### config.mk
export PLATFORM = sky130hd
export DESIGN_NAME = dlk_buffer_ctrl
export DESIGN_NICKNAME = d
export VERILOG_FILES = /design/src/rtl/dlk_pkg.sv /design/src/rtl/dlk_rr_arbiter.sv /design/src/rtl/dlk_buffer_ctrl.sv
export SDC_FILE = /design/constraint.sdc
export NUM_CORES = 1
export LEC_CHECK = 0
export BUFFER_PORTS_ARGS = -buffer_cell sky130_fd_sc_hd__buf_2
export CAP_MARGIN = 20
export CORE_MARGIN = 2
export CORE_UTILIZATION = 46
export CTS_CLUSTER_SIZE = 16
export DETAILED_ROUTE_END_ITERATION = 8
export PLACE_DENSITY = 0.83
export SLEW_MARGIN = 15
export SYNTH_ARGS = -nofsm -noshare
export SYNTH_HDL_FRONTEND = slang
export SYNTH_SLANG_ARGS = --single-unit
### constraint.sdc
create_clock -name clk_i -period 2.15 [get_ports clk_i]
set_clock_uncertainty 0.05 [all_clocks]
set_input_delay 0.43 -clock clk_i [delete_from_list [all_inputs] [get_ports clk_i]]
set_output_delay 0.43 -clock clk_i [all_outputs]
set_load 0.02 [all_outputs]
### src/rtl/dlk_pkg.sv
// rtl/dlk_pkg.sv - shared types and constants for the base-address buffer controller
//
// Purpose: FSM state encoding, default address width and the buffer's
// empty-slot marker, shared by the controller and the buffer itself.
// Ports: none (package).
package dlk_pkg;

  localparam int XLEN_DLK = 32;

  // A base address of zero marks an empty buffer slot, so it can never be registered.
  localparam logic [XLEN_DLK-1:0] DLK_EMPTY_ADDR = '0;

  typedef enum logic [2:0] {
    ST_IDLE  = 3'd0,
    ST_WRITE = 3'd1,
    ST_CHECK = 3'd2,
    ST_RESP  = 3'd3,
    ST_CLEAR = 3'd4
  } dlk_ctrl_state_e;

endpackage

### src/rtl/dlk_rr_arbiter.sv
// rtl/dlk_rr_arbiter.sv - combinational round-robin arbiter for registration requesters
//
// Purpose: grants the first requesting index at or after ptr_i, wrapping.
// Ports:
//   req_i     [NUM_REG]  request vector
//   ptr_i     [PTR_W]    search start index
//   en_i                 grant allowed this cycle
//   gnt_o     [NUM_REG]  one-hot grant (all zero when disabled or idle)
//   gnt_idx_o [PTR_W]    index of the granted requester
module dlk_rr_arbiter #(
  parameter int NUM_REG = 2,
  parameter int PTR_W   = (NUM_REG > 1) ? $clog2(NUM_REG) : 1
) (
  input  logic [NUM_REG-1:0] req_i,
  input  logic [PTR_W-1:0]   ptr_i,
  input  logic               en_i,
  output logic [NUM_REG-1:0] gnt_o,
  output logic [PTR_W-1:0]   gnt_idx_o
);

  logic             w_found;
  logic [PTR_W-1:0] w_j;

  always_comb begin
    gnt_o     = '0;
    gnt_idx_o = '0;
    w_found   = 1'b0;
    w_j       = '0;
    for (int i = 0; i < NUM_REG; i++) begin
      w_j = PTR_W'((int'(ptr_i) + i) % NUM_REG);
      if (en_i && !w_found && req_i[w_j]) begin
        w_found   = 1'b1;
        gnt_o[w_j] = 1'b1;
        gnt_idx_o = w_j;
      end
    end
  end

endmodule

### src/rtl/dlk_buffer_ctrl.sv
// rtl/dlk_buffer_ctrl.sv - sequencer/arbiter in front of the base-address circular buffer
//
// Purpose: serialises registrations (round-robin), overflow checks and clears
// onto the buffer's single interface; returns check results; keeps a sticky
// alarm and a saturating overflow counter.
// Ports:
//   clk_i, rst_i                        clock, synchronous active-high reset
//   reg_valid_i/reg_addr_i/reg_ready_o  registration requests, one-hot accept
//   chk_valid_i/chk_base_i/chk_addr_i/chk_ready_o  check requests
//   rsp_valid_o/rsp_overflow_o/rsp_ready_i         check results
//   clear_i/clear_ack_o                 flush request / one-cycle ack
//   buf_*                               buffer-side interface
//   alarm_o, ovf_count_o                status readout
module dlk_buffer_ctrl
  import dlk_pkg::*;
#(
  parameter int XLEN       = 32,
  parameter int NUM_REG    = 2,
  parameter int CNT_W      = 16,
  parameter int STARVE_MAX = 4
) (
  input  logic                    clk_i,
  input  logic                    rst_i,
  input  logic [NUM_REG-1:0]      reg_valid_i,
  input  logic [NUM_REG*XLEN-1:0] reg_addr_i,
  output logic [NUM_REG-1:0]      reg_ready_o,
  input  logic                    chk_valid_i,
  input  logic [XLEN-1:0]         chk_base_i,
  input  logic [XLEN-1:0]         chk_addr_i,
  output logic                    chk_ready_o,
  output logic                    rsp_valid_o,
  output logic                    rsp_overflow_o,
  input  logic                    rsp_ready_i,
  input  logic                    clear_i,
  output logic                    clear_ack_o,
  output logic                    buf_en_write_o,
  output logic [XLEN-1:0]         buf_base_addr_o,
  output logic [XLEN-1:0]         buf_read_addr_o,
  output logic                    buf_clear_o,
  input  logic                    buf_overflow_i,
  output logic                    alarm_o,
  output logic [CNT_W-1:0]        ovf_count_o
);

  localparam int PTR_W = (NUM_REG > 1) ? $clog2(NUM_REG) : 1;
  localparam int STV_W = $clog2(STARVE_MAX + 1);

  dlk_ctrl_state_e   r_state;
  logic [PTR_W-1:0]  r_rr_ptr;
  logic [STV_W-1:0]  r_starve_cnt;
  logic [XLEN-1:0]   r_base;
  logic [XLEN-1:0]   r_addr;
  logic              r_en_write;
  logic              r_ovf_q;
  logic              r_alarm;
  logic [CNT_W-1:0]  r_ovf_cnt;

  logic              w_idle;
  logic              w_any_reg;
  logic              w_starved;
  logic              w_take_chk;
  logic              w_take_reg;
  logic [NUM_REG-1:0] w_gnt;
  logic [PTR_W-1:0]  w_gnt_idx;
  logic [XLEN-1:0]   w_reg_addr;
  logic [PTR_W-1:0]  w_next_ptr;

  // Accepts are gated by reset so no handshake fires while the block is held in reset.
  assign w_idle     = (r_state == ST_IDLE) && !rst_i;
  assign w_any_reg  = |reg_valid_i;
  // A pending registration blocks further checks once STARVE_MAX checks have gone ahead of it.
  assign w_starved  = w_any_reg && (r_starve_cnt == STV_W'(STARVE_MAX));
  assign w_take_chk = w_idle && !clear_i && chk_valid_i && !w_starved;
  assign w_take_reg = w_idle && !clear_i && !w_take_chk && w_any_reg;

  dlk_rr_arbiter #(
    .NUM_REG (NUM_REG),
    .PTR_W   (PTR_W)
  ) u_arb (
    .req_i     (reg_valid_i),
    .ptr_i     (r_rr_ptr),
    .en_i      (w_take_reg),
    .gnt_o     (w_gnt),
    .gnt_idx_o (w_gnt_idx)
  );

  assign w_reg_addr = reg_addr_i[int'(w_gnt_idx)*XLEN +: XLEN];
  assign w_next_ptr = (w_gnt_idx == PTR_W'(NUM_REG - 1)) ? '0 : w_gnt_idx + PTR_W'(1);

  assign reg_ready_o     = w_gnt;
  assign chk_ready_o     = w_take_chk;
  assign rsp_valid_o     = (r_state == ST_RESP);
  assign rsp_overflow_o  = r_ovf_q;
  assign clear_ack_o     = (r_state == ST_CLEAR);
  assign buf_clear_o     = rst_i || (r_state == ST_CLEAR);
  assign buf_en_write_o  = r_en_write;
  assign buf_base_addr_o = r_base;
  assign buf_read_addr_o = r_addr;
  assign alarm_o         = r_alarm;
  assign ovf_count_o     = r_ovf_cnt;

  always_ff @(posedge clk_i) begin
    if (rst_i) begin
      r_state      <= ST_IDLE;
      r_rr_ptr     <= '0;
      r_starve_cnt <= '0;
      r_base       <= '0;
      r_addr       <= '0;
      r_en_write   <= 1'b0;
      r_ovf_q      <= 1'b0;
      r_alarm      <= 1'b0;
      r_ovf_cnt    <= '0;
    end else begin
      r_en_write <= 1'b0;
      case (r_state)
        ST_IDLE: begin
          if (clear_i) begin
            r_state <= ST_CLEAR;
          end else if (w_take_chk) begin
            r_base       <= chk_base_i;
            r_addr       <= chk_addr_i;
            r_starve_cnt <= w_any_reg ? r_starve_cnt + STV_W'(1) : '0;
            r_state      <= ST_CHECK;
          end else if (w_take_reg) begin
            r_base       <= w_reg_addr;
            r_starve_cnt <= '0;
            r_rr_ptr     <= w_next_ptr;
            // The empty marker cannot be stored, so it is acknowledged and dropped.
            if (w_reg_addr != XLEN'(DLK_EMPTY_ADDR)) begin
              r_en_write <= 1'b1;
              r_state    <= ST_WRITE;
            end
          end
        end
        ST_WRITE: begin
          r_state <= ST_IDLE;
        end
        ST_CHECK: begin
          r_ovf_q <= buf_overflow_i;
          if (buf_overflow_i) begin
            r_alarm <= 1'b1;
            if (r_ovf_cnt != '1) begin
              r_ovf_cnt <= r_ovf_cnt + CNT_W'(1);
            end
          end
          r_state <= ST_RESP;
        end
        ST_RESP: begin
          if (rsp_ready_i) begin
            r_state <= ST_IDLE;
          end
        end
        ST_CLEAR: begin
          r_alarm      <= 1'b0;
          r_ovf_cnt    <= '0;
          r_rr_ptr     <= '0;
          r_starve_cnt <= '0;
          r_state      <= ST_IDLE;
        end
        default: begin
          r_state <= ST_IDLE;
        end
      endcase
    end
  end

endmodule
==> metrics.txt <==
CTS root buf=clkbuf_8; NetSw=1200 uW; gr usage total=between 20% and 30%; Hold Path End=buf_read_addr_o[3]$_SDFFE_PP0P_; GP Congestion=roughly 0.96; internal power=~2700 uW; combinational family with the most area after synthesis=compound AO/OA/AOI/OAI gates; synth cell count leaders=a21oi_1, dfxtp_1, nand2_1, nor2_1, clkbuf_1; footprint of the multi-input gates=between 2000 and 2500 um2; Data required, critical path=~1.7 ns; post-synthesis sequential area ratio=between 40% and 50%; initial antenna violation count=0; multiplexer share of the synthesized area=~3.1%; VDD IR-drop max=around 360 uV; failing checks=setup timing; TritonRoute pass-1 iters=5; synth top area cells=dfxtp_1, a21oi_1, nand2_1; status=complete, but fails checks; reg2reg start=r_state[0]$_SDFFE_PP0P_; # hold bufs at CTS=0; Hold Fails Final Rpt=0; Gate Count Post-Synth=about 550; syn nets=692; register bit total from synthesis=90; Layout area overhead=36.9%; cell taking the most area after synthesis=dfxtp_1; Rel. slew slack=55.1%; Setup WS pre-CTS=-0.00403 ns; Ant. Diodes=0; clk buf depth=2; Post-Syn Area=about 4500 um2; total gr overflow=0; top_reg_cell synth=dfxtp_1; Via density=between 5 and 6; final WL=14,500 um; Rows=36; CTS buffer count=9; Sequential Area=roughly 1800 um2; count of different cell masters after synthesis=49; Max-Cap Viols=0; layout cells sized above 1=between 40% and 50%; Flop pwr share=roughly 47%; top-area cell type share of the netlist area=40.0%; Hold WS=between 0.2 and 0.25 ns; largest net degree at the start of global routing=65; final net count=924; DRC=0; top-level I/O count=about 230; yosys warns=0; CP Capture Type=primary output; R2R Path End=ovf_count_o[13]$_SDFFE_PP0P_; 1st-iter DRT viols=between 200 and 300; Slew Limit Fails=0; final total power=between 3000 and 4000 uW; critical path type=reg2out; Worst R2R Setup Slack=0.08 ns; startpoint types=flip-flop; r2r worst-path depth=7; hold-critical path depth=3; Synth Area in Adders=0.833%; top-count cell post-synth=a21oi_1; Post-Syn Area per Cell=8.15 um2; Detail Route Antenna Nets=0; setup TNS=-0.131 ns; post-DP HPWL=~11,000 um; Hold Path Class=in2reg; worst-path fanout max=2; clk sink count=90; switch share=between 30% and 40%; H-tree depth=3; setup ws final=-0.0955 ns; Max Freq=~0.45 GHz; WP data arrival=1.77 ns; clock group share of total power=between 30% and 40%; die outline width=103 um; TritonCTS clock tree=yes; vias in the first global route=between 4,000 and 5,000; pwr/cell area=about 620 nW/um2; Die Ht=roughly 100 um; Synth Area in Simple Gates=21.8%; HP Start=chk_addr_i[3]; # port buffers=224; Initial Util=46.7%; final setup vio count=2; post-layout util=between 60% and 70%; fin crit share=104%; clock-pin slew on the worst setup and hold paths=between 0.1 and 0.15 ns; Fill cells=around 900; vias=5,121; clk_lat worst skew=between 0.3 and 0.4 ns; min Tclk post-route=approximately 2.2 ns; measured slew at the worst slew-check pin=0.672 ns; first-pass GRT wire length=about 22,000 um; die area=between 10,000 and 15,000 um2; P_leak=0.00271 uW; Post-synth EDFFs=0; Synth Area in Compound Gates=26.9%; Comb pwr share=between 20% and 30%; Async SR Flop Fraction=0%; xor and xnor area share after synthesis=1.36%; wire per inst=between 15 and 20 um; core outline area=9640 um2; RSZ-0062 raised after global routing=true
## logic make-up (layout without fill, tap and decap cells)
logic type                 Yosys count  in the layout
adders and majority gates            3              3
muxes                               14             14
buffers and inverters               53            290
AOI/OAI and AO/OA                  196            196
xor gates and xnor gates             7              7
DFF                                 90             90
and+or+nand+nor                    190            190
## worst max-delay path by stage
stage | slack [ns] | endpoint | depth (start not counted) | from
4_1_cts | -0.06 | reg_ready_o[1] | 5 | r_state[2]$_SDFFE_PP0P_
3_5_place_dp | -0.004 | buf_base_addr_o[11]$_SDFFE_PP0P_ | 8 | rst_i
2_1_floorplan | 0.02 | reg_ready_o[0] | 4 | r_state[0]$_SDFFE_PP0P_
5_1_grt | -0.14 | reg_ready_o[0] | 5 | r_state[2]$_SDFFE_PP0P_
6_report | -0.1 | reg_ready_o[0] | 5 | r_state[2]$_SDFFE_PP0P_
3_3_place_gp | 0.006 | reg_ready_o[0] | 6 | rst_i
## layer usage
layer  vias to the layer above  track usage [%]  share of wire [%]
met5                         -                0                  0
met4                         0             12.0                3.9
met3                        60             6.10                7.5
met2                       249             44.0                 48
met1                      2342             31.6                 41
li1                       2470                -                  -
## worst max-delay path, stage by stage, from the launching register on
cell and delay [ns]:
dfxtp_2 0.33, or4_4 0.55, nor3_4 0.22, nand2_2 0.11
nor2_4 0.09, buf_6 0.12
## cells in the final DEF, fill, tap and decap left out, types with 4 or more instances in the layout
cell | Yosys | routed
xor2_1 | 4 | 4
o21ai_2 | 20 | 20
nand4_1 | 7 | 7
inv_1 | 11 | 10
clkbuf_8 | 0 | 9
a211oi_1 | 5 | 5
a22o_1 | 6 | 6
nor4_1 | 18 | 16
nand2_1 | 79 | 78
nand3b_1 | 20 | 20
a211o_1 | 6 | 6
a21oi_1 | 116 | 116
nor2_1 | 33 | 32
buf_2 | 9 | 223
o21ai_0 | 7 | 7
o211ai_1 | 22 | 22
and4_1 | 4 | 4
dfxtp_2 | 0 | 4
buf_4 | 0 | 35
nand3_1 | 4 | 4
mux2i_1 | 13 | 13
dfxtp_1 | 90 | 86
## timing repair
| item | CTS | global route |
|---|---|---|
| endpoints found under the setup margin | 3 | 33 |
| buffers inserted | 2 | 3 |
| pin swaps | 6 | 5 |
| gates resized for setup | 7 | 10 |
| gates cloned | 0 | 1 |
## power groups by stage
| stage | Clock (uW) | Combinational (uW) | Sequential, uW |
|---|---|---|---|
| after floorplan | 0 | 343 | 1920 |
| after global placement | 0 | 753 | 1830 |
| after detailed placement | 0 | 771 | 1830 |
| after CTS | 1280 | 787 | 1790 |
| after global routing | 1350 | 868 | 1800 |
| final | 1260 | 801 | 1790 |
## flip-flops by register name, indices dropped and copies added (netlist names)
| name | cells |
|---|---|
| buf_en_write_o | 1 |
| r_state | 3 |
| r_starve_cnt | 3 |
| alarm_o | 1 |
| r_rr_ptr | 1 |
| buf_read_addr_o | 32 |
| rsp_overflow_o | 1 |
| buf_base_addr_o | 32 |
| ovf_count_o | 16 |
## area by class of cell
class	count	share of cell area (%)
clock buffer	9	2.01
clock inverter	7	1.46
inverter	11	0.669
multi-input combinational	410	40.3
sequential	90	29.3
tap	133	2.70
timing repair buffer	263	23.5
## through the flow
stage | area [um2] | instances
finish | 6170 | 923
global route | 6170 | 923
CTS | 6110 | 919
detailed placement | 5850 | 901
global placement | 5850 | 901
floorplan | 4520 | 553
No activity file was read; power rests on OpenSTA's default activity.
